$ cat src/rtl/am_demod_iter_pkg.sv
// Shared definitions for the AM envelope detector and its square-root core.
//  - FSM state encoding
//  - saturation-limit helper for the signed output range
package am_demod_iter_pkg;

  typedef enum logic [2:0] {
    ST_IDLE = 3'd0,
    ST_SQR  = 3'd1,
    ST_SUM  = 3'd2,
    ST_ROOT = 3'd3,
    ST_OUT  = 3'd4
  } state_t;

  // Largest positive value of an n-bit two's complement word.
  function automatic int sat_limit(input int n);
    return (1 << (n - 1)) - 1;
  endfunction

endpackage

$ cat src/rtl/am_demod_iter_sqrt.sv
// sqrt_iter: restoring integer square root, MSB first, one root bit per clock.
//  clk, reset_n : clock, async active-low reset
//  start        : load radical and resolve the first root bit on this edge
//  radical      : 2*N-bit unsigned operand (sampled only with start)
//  done         : high for one cycle once root holds the final floor(sqrt)
//  root         : N-bit unsigned result
// A start edge performs iteration 1, so done is high in the N-th cycle
// after the start cycle.
module sqrt_iter #(
  parameter int N = 16
) (
  input  logic           clk,
  input  logic           reset_n,
  input  logic           start,
  input  logic [2*N-1:0] radical,
  output logic           done,
  output logic [N-1:0]   root
);

  // Partial remainder never exceeds 2*root, so N+2 bits are enough.
  localparam int RW = N + 2;
  localparam int CW = $clog2(N + 1);

  logic [2*N-1:0] rad_q, rad_s, rad_n;
  logic [RW-1:0]  rem_q, rem_s, rem_n;
  logic [N-1:0]   root_s, root_n;
  logic [RW+1:0]  rem_sh, trial;
  logic           ge;
  logic [CW-1:0]  cnt_q;

  // One iteration; on start it operates on the fresh operand.
  always_comb begin
    rad_s  = start ? radical : rad_q;
    rem_s  = start ? '0 : rem_q;
    root_s = start ? '0 : root;
    rem_sh = {rem_s, rad_s[2*N-1:2*N-2]};
    trial  = {2'b00, root_s, 2'b01};
    ge     = (rem_sh >= trial);
    rem_n  = ge ? (rem_sh[RW-1:0] - trial[RW-1:0]) : rem_sh[RW-1:0];
    root_n = {root_s[N-2:0], ge};
    rad_n  = {rad_s[2*N-3:0], 2'b00};
  end

  always_ff @(posedge clk or negedge reset_n) begin
    if (!reset_n) begin
      rad_q <= '0;
      rem_q <= '0;
      root  <= '0;
      cnt_q <= '0;
      done  <= 1'b0;
    end else if (start || cnt_q != '0) begin
      rad_q <= rad_n;
      rem_q <= rem_n;
      root  <= root_n;
      cnt_q <= start ? CW'(N - 1) : cnt_q - 1'b1;
      done  <= start ? (N == 1) : (cnt_q == CW'(1));
    end else begin
      done  <= 1'b0;
    end
  end

endmodule

$ cat src/rtl/am_demod_iter.sv
// am_demod_iter: multi-channel AM envelope detector,
//   data_out = sqrt((i^2 + q^2 + 1) >> 1), saturated, optional per-channel DC removal.
//  clk, reset_n       : clock, async active-low reset
//  strobe_in, ch_in   : sample valid pulse and channel tag
//  i_in, q_in         : signed I/Q sample
//  dc_block_en        : subtract tracked per-channel DC from the magnitude
//  ready              : high in IDLE only; a strobe_in is accepted only then
//  strobe_out, ch_out : one-cycle result pulse and its channel tag
//  data_out           : signed envelope (held between strobes)
//  overrun            : sticky, set when strobe_in arrives while busy
// Sample flow: IDLE(capture) -> SQR -> SUM -> ROOT x DATA_SIZE -> OUT.
// The result registers load on the ROOT->OUT edge, so strobe_out and
// data_out are both valid during the OUT cycle.
module am_demod_iter
  import am_demod_iter_pkg::*;
#(
  parameter int DATA_SIZE = 16,
  parameter int NUM_CH    = 2,
  parameter int CH_W      = 1,
  parameter int DC_SHIFT  = 10
) (
  input  logic                 clk,
  input  logic                 reset_n,
  input  logic                 strobe_in,
  input  logic [CH_W-1:0]      ch_in,
  input  logic [DATA_SIZE-1:0] i_in,
  input  logic [DATA_SIZE-1:0] q_in,
  input  logic                 dc_block_en,
  output logic                 ready,
  output logic                 strobe_out,
  output logic [CH_W-1:0]      ch_out,
  output logic [DATA_SIZE-1:0] data_out,
  output logic                 overrun
);

  localparam int N  = DATA_SIZE;
  localparam int AW = DATA_SIZE + DC_SHIFT;
  localparam logic [N-1:0] MAG_MAX = N'(sat_limit(N));
  localparam logic [N-1:0] OUT_MIN = {1'b1, {(N-1){1'b0}}};
  localparam logic signed [N:0] DIFF_MIN = {2'b11, {(N-1){1'b0}}};

  if ((2 ** CH_W) < NUM_CH) begin : g_ch_w_check
    $error("CH_W too narrow for NUM_CH");
  end

  state_t state_q, state_d;

  logic signed [N-1:0]    i_q, q_q;
  logic [CH_W-1:0]        ch_q;
  logic [2*N-1:0]         i2_q, q2_q, radical;
  logic [N-1:0]           root;
  logic                   root_done;
  logic                   ch_ok;
  logic [NUM_CH-1:0][AW-1:0] acc_q;

  logic [AW-1:0]          acc_cur, acc_nxt;
  logic [N-1:0]           mag, dc, data_n;
  logic signed [N:0]      diff;

  assign ch_ok = (int'(ch_in) < NUM_CH);
  assign ready = (state_q == ST_IDLE);
  assign strobe_out = (state_q == ST_OUT);

  // (a + b + 1) >> 1 without a wider adder: halve each square and round up
  // when either is odd (never both odd-and-carrying beyond one unit).
  assign radical = (i2_q >> 1) + (q2_q >> 1) + {{(2*N-1){1'b0}}, i2_q[0] | q2_q[0]};

  sqrt_iter #(.N(N)) u_sqrt (
    .clk     (clk),
    .reset_n (reset_n),
    .start   (state_q == ST_SUM),
    .radical (radical),
    .done    (root_done),
    .root    (root)
  );

  always_comb begin
    state_d = state_q;
    case (state_q)
      ST_IDLE: if (strobe_in && ch_ok) state_d = ST_SQR;
      ST_SQR:  state_d = ST_SUM;
      ST_SUM:  state_d = ST_ROOT;
      ST_ROOT: if (root_done) state_d = ST_OUT;
      ST_OUT:  state_d = ST_IDLE;
      default: state_d = ST_IDLE;
    endcase
  end

  always_ff @(posedge clk or negedge reset_n) begin
    if (!reset_n) state_q <= ST_IDLE;
    else          state_q <= state_d;
  end

  // Output formation: saturate the root, then optional DC subtraction.
  // The accumulator never drops below dc << DC_SHIFT, so acc + mag - dc
  // cannot underflow.
  always_comb begin
    acc_cur = acc_q[ch_q];
    mag     = (root > MAG_MAX) ? MAG_MAX : root;
    dc      = acc_cur[AW-1:DC_SHIFT];
    diff    = $signed({1'b0, mag}) - $signed({1'b0, dc});
    acc_nxt = acc_cur + AW'(mag) - AW'(dc);
    data_n  = mag;
    if (dc_block_en) data_n = (diff < DIFF_MIN) ? OUT_MIN : diff[N-1:0];
  end

  always_ff @(posedge clk or negedge reset_n) begin
    if (!reset_n) begin
      i_q      <= '0;
      q_q      <= '0;
      ch_q     <= '0;
      i2_q     <= '0;
      q2_q     <= '0;
      ch_out   <= '0;
      data_out <= '0;
      overrun  <= 1'b0;
      for (int c = 0; c < NUM_CH; c++) acc_q[c] <= '0;
    end else begin
      if (strobe_in && state_q != ST_IDLE) overrun <= 1'b1;
      if (state_q == ST_IDLE && strobe_in && ch_ok) begin
        i_q  <= i_in;
        q_q  <= q_in;
        ch_q <= ch_in;
      end
      if (state_q == ST_SQR) begin
        i2_q <= i_q * i_q;
        q2_q <= q_q * q_q;
      end
      if (state_q == ST_ROOT && root_done) begin
        data_out <= data_n;
        ch_out   <= ch_q;
        if (dc_block_en) acc_q[ch_q] <= acc_nxt;
      end
    end
  end

endmodule

$ cat config.mk
export PLATFORM = sky130hd
export DESIGN_NAME = am_demod_iter
export DESIGN_NICKNAME = d
export VERILOG_FILES = /design/src/rtl/am_demod_iter_pkg.sv /design/src/rtl/am_demod_iter_sqrt.sv /design/src/rtl/am_demod_iter.sv
export SDC_FILE = /design/constraint.sdc
export NUM_CORES = 2
export LEC_CHECK = 0
export CORE_AREA = 5 5 239 241
export CTS_CLUSTER_SIZE = 16
export DETAILED_ROUTE_END_ITERATION = 10
export DIE_AREA = 0 0 244 246
export MAX_ROUTING_LAYER = met4
export PLACE_DENSITY = 0.82
export REMOVE_ABC_BUFFERS = 1
export SYNTH_ARGS = -nofsm -noshare
export SYNTH_HDL_FRONTEND = slang
export SYNTH_HIERARCHICAL = 1
export SYNTH_SLANG_ARGS = --single-unit
$ cat constraint.sdc
create_clock -name clk -period 8.5 [get_ports clk]
set_input_delay 1.7 -clock clk [delete_from_list [all_inputs] [get_ports clk]]
set_output_delay 1.7 -clock clk [all_outputs]
set_load 0.01 [all_outputs]
==> results.yml <==
clock_network:
  cts-htree-levels: 1
  numCtsBuffers: 27
  clk_pin_slew_ns: 0.06
  cts_post_setup_buffers_inserted: 0
  cts_tree: "done"
  ctsRootBufferMaster: "sky130_fd_sc_hd__clkbuf_16"
  hold_buffers: 0
  cts.sinks: 238
  cts_max_path_buffers: 3
  cts_resized: 0
  clkLatencyLatePin_ns: 0.57
cells_and_area:
  final_cell_area_um2: 34300
  fillers: 4442
  finish.cell_count_without_fillers: 4201
  drive_above_1_share_pct: 4.98
  fin_nets: 4278
  num_antenna_cells: 0
  area.growth.synth_to_final_pct: 6.15
drt:
  routed.top_layer: "met4"
  detail_route.wirelength_um: 68600
  routed-wl-met3_um: 3150
  detail_route.wirelength.met1_um: 27300
  detail-route-antenna-nets: 0
  wl_per_cell_um: 16.3
  drt_iter0_markers: 1441
  detail_route.vias_per_cell: 5.58
  drtPass1Iterations: 6
  route.met2.wl_um: 35600
  route.vias.total: 23400
  drc: 0
flow_run:
  max_cap_viols: 0
yosys:
  synth_warnings: 6
  synth-edff-count: 0
  synth_top_flop_cell: "sky130_fd_sc_hd__dfrtp_1"
  postSynthRegisterBits: 238
  syn_inst: 3489
  synth_largest_type_area_fraction_pct: 30.1
  cell_types_occupying_the_most_area_after_synthesis: "sky130_fd_sc_hd__fa_1 (30%), sky130_fd_sc_hd__dfrtp_1 (18%), sky130_fd_sc_hd__ha_1 (11%)"
  seq_area_frac_synth_pct: 18.4
  asyncSetResetFlopFracSynth_pct: 100
  synthDominantAreaCellType: "sky130_fd_sc_hd__fa_1"
  avgSynthCellArea_um2: 9.26
  yosysUniqueCellTypes: 87
  summed_instance_area_of_the_synthesized_netlist_um2: 32300
floorplan:
  chipWidth_um: 244
  floorplan.die_area_um2: 60000
  ioPinCount: 57
  core_area_um2: 54700
  vertical_die_dimension_um: 246
  std_cell_rows: 86
  start_util_pct: 59.1
sta:
  relSlewSlack_pct: 24.3
  clock_skew_ns: 0.0171
  grt_setup_unrepaired: "no"
  hold-worst-slack_ns: 0.478
  finalSetupViolCount: 0
  finalCriticalPeriod_ns: 7.35
  final_cycle_share_pct: 86.5
  report.final.slew_viol_count: 0
  worstMarginPinSlew_ns: 1.14
  fmax_mhz: 136
  final_hold_viol_count: 0
critical_path:
  crit_required_ns: 8.93
  critical_path_class: "register to register"
  cp-start-kind: "register"
  critical_path_peak_fanout: 17
  critical_path_arrival_ns: 7.78
  critical_path.endpoint_type: "register"
placement:
  place.port_buffers: 56
  place.gp.congestion: 0.923
  post-place-cells: 4153
  placed_area_um2: 33400
  dpl.hpwl_um: 54400
global_routing:
  globalRouteOverflowTotal: 0
  grt_pass1_vias: 24900
  gr-usage-all-layers_pct: 24.2
  antenna_violations_before_repair: 0
  grt_max_degree: 144
  global_route_wire_length_before_repair_um: 117000
outcome:
  status: "finished clean"
worst_hold_path:
  holdCritPathClass: "register to register"
==> per-layer routing <==
metal | GRT usage, % | up-vias
li1 | - | 11000
met1 | 29.1 | 11600
met2 | 42.5 | 588
met3 | 2.78 | 180
met4 | 8.76 | 0
met5 | - | -
==> critical path: stages, from the launching register on <==
cell	delay, ns
sky130_fd_sc_hd__dfrtp_1	0.66
sky130_fd_sc_hd__clkinv_1	0.59
sky130_fd_sc_hd__nor2_1	0.40
sky130_fd_sc_hd__fa_1	0.61
sky130_fd_sc_hd__fa_1	0.88
sky130_fd_sc_hd__fa_1	0.54
sky130_fd_sc_hd__fa_1	0.51
sky130_fd_sc_hd__fa_1	0.49
sky130_fd_sc_hd__inv_1	0.05
sky130_fd_sc_hd__fa_1	0.47
sky130_fd_sc_hd__inv_1	0.04
sky130_fd_sc_hd__ha_1	0.33
sky130_fd_sc_hd__a21o_1	0.20
sky130_fd_sc_hd__a21o_1	0.17
sky130_fd_sc_hd__a21oi_1	0.20
sky130_fd_sc_hd__a21boi_0	0.25
sky130_fd_sc_hd__a31oi_2	0.09
sky130_fd_sc_hd__a41oi_1	0.43
sky130_fd_sc_hd__a2111o_1	0.22
sky130_fd_sc_hd__o211ai_1	0.09
==> registers in the layout, indices dropped and copies added (netlist names) <==
signal        flops
overrun           1
u_sqrt/done       1
data_out         16
u_sqrt/root      16
u_sqrt/rad_q     30
u_sqrt/cnt_q      5
i_q              16
i2_q             31
q_q              16
q2_q             31
u_sqrt/rem_q     18
ch_q              1
acc_q            52
ch_out            1
state_q           3
==> cells in the final DEF, fill, tap and decap left out, drive strengths merged, types with 12 or more instances in the layout <==
cell type,synthesis,layout
xnor2,117,117
dfrtp,238,238
and2,88,88
fa,486,486
mux2,44,44
nor3,37,37
o21ai,212,212
nor2b,29,29
a211oi,14,14
nor2,141,141
o211ai,12,12
buf,17,13
mux2i,67,67
nand3,27,27
inv,692,693
o31ai,13,13
a21o,52,52
nand2b,26,26
and3,19,19
or2,24,24
a31o,17,17
xor2,51,51
a21oi,115,115
o21a,22,22
nand2,416,416
ha,277,277
clkdlybuf4s50,0,55
a31oi,36,36
clkinv,3,13
clkbuf,91,31
==> cells by family after synthesis <==
family / Yosys count / synth area share, %
and+or+nand+nor: 837 / 11.8
DFF: 238 / 18.4
AOI/OAI and AO/OA: 567 / 11.3
muxes: 111 / 3.62
adders and majority gates: 763 / 40.9
xor gates and xnor gates: 168 / 4.56
other: 2 / 0.0233
buffers and inverters: 803 / 9.45
==> stage by stage <==
step                setup TNS (ns)  util (%)  setup slack (ns)
floorplan                    -8.01         -            -0.603
finish                           0      62.7              1.15
CTS                              0      62.7              1.18
detailed placement               0      61.1              1.18
global route                     0      62.7             0.610
global placement                 0      61.1              1.41
==> worst paths after layout <==
path / from / to / slack (ns) / depth (start not counted)
setup / recovery: i_q[15] / i2_q[29] / 1.15 / 19
hold / removal: overrun / overrun / 0.48 / 1
setup reg to reg: i_q[15] / i2_q[29] / 1.15 / 19
hold reg to reg: overrun / overrun / 0.48 / 1
max in group asynchronous: reset_n / q2_q[25] / 6.06 / 2
min in group asynchronous: reset_n / acc_q[19] / 1.17 / 1
==> cells in the mapped netlist (all sizes together) (4+ instances only) <==
master and number:
and4 6, a21o 52, mux2i 67, a211oi 14, o21ai 212, nor2 141, xnor2 117, or3 4
mux2 44, a2111oi 6, o221ai 4, buf 17, a21oi 115, a21boi 10, nand3 27, nand2b 26
xor2 51, nand4 4, a31oi 36, o31ai 13, or2 24, a221o 4, o21a 22, dfrtp 238
inv 692, o21bai 9, fa 486, o211ai 12, a211o 5, ha 277, clkbuf 91, nor2b 29
a31o 17, and3 19, o22ai 6, nor3b 7, and2 88, nand2 416, nor3 37
==> final cells by class <==
class,instances,area [um2],share of cell area [%]
inverters,695,2610,7.61
multi-input cells,2448,23300,68.0
well taps,704,881,2.57
clock buffers,31,711,2.07
clock inverters,17,153,0.445
flip-flops and latches,238,5960,17.4
repair buffers,68,668,1.95
Power is left out: the tool's default activity adds up to more than one toggle a clock period on the data nets, which glitch-free logic cannot reach.
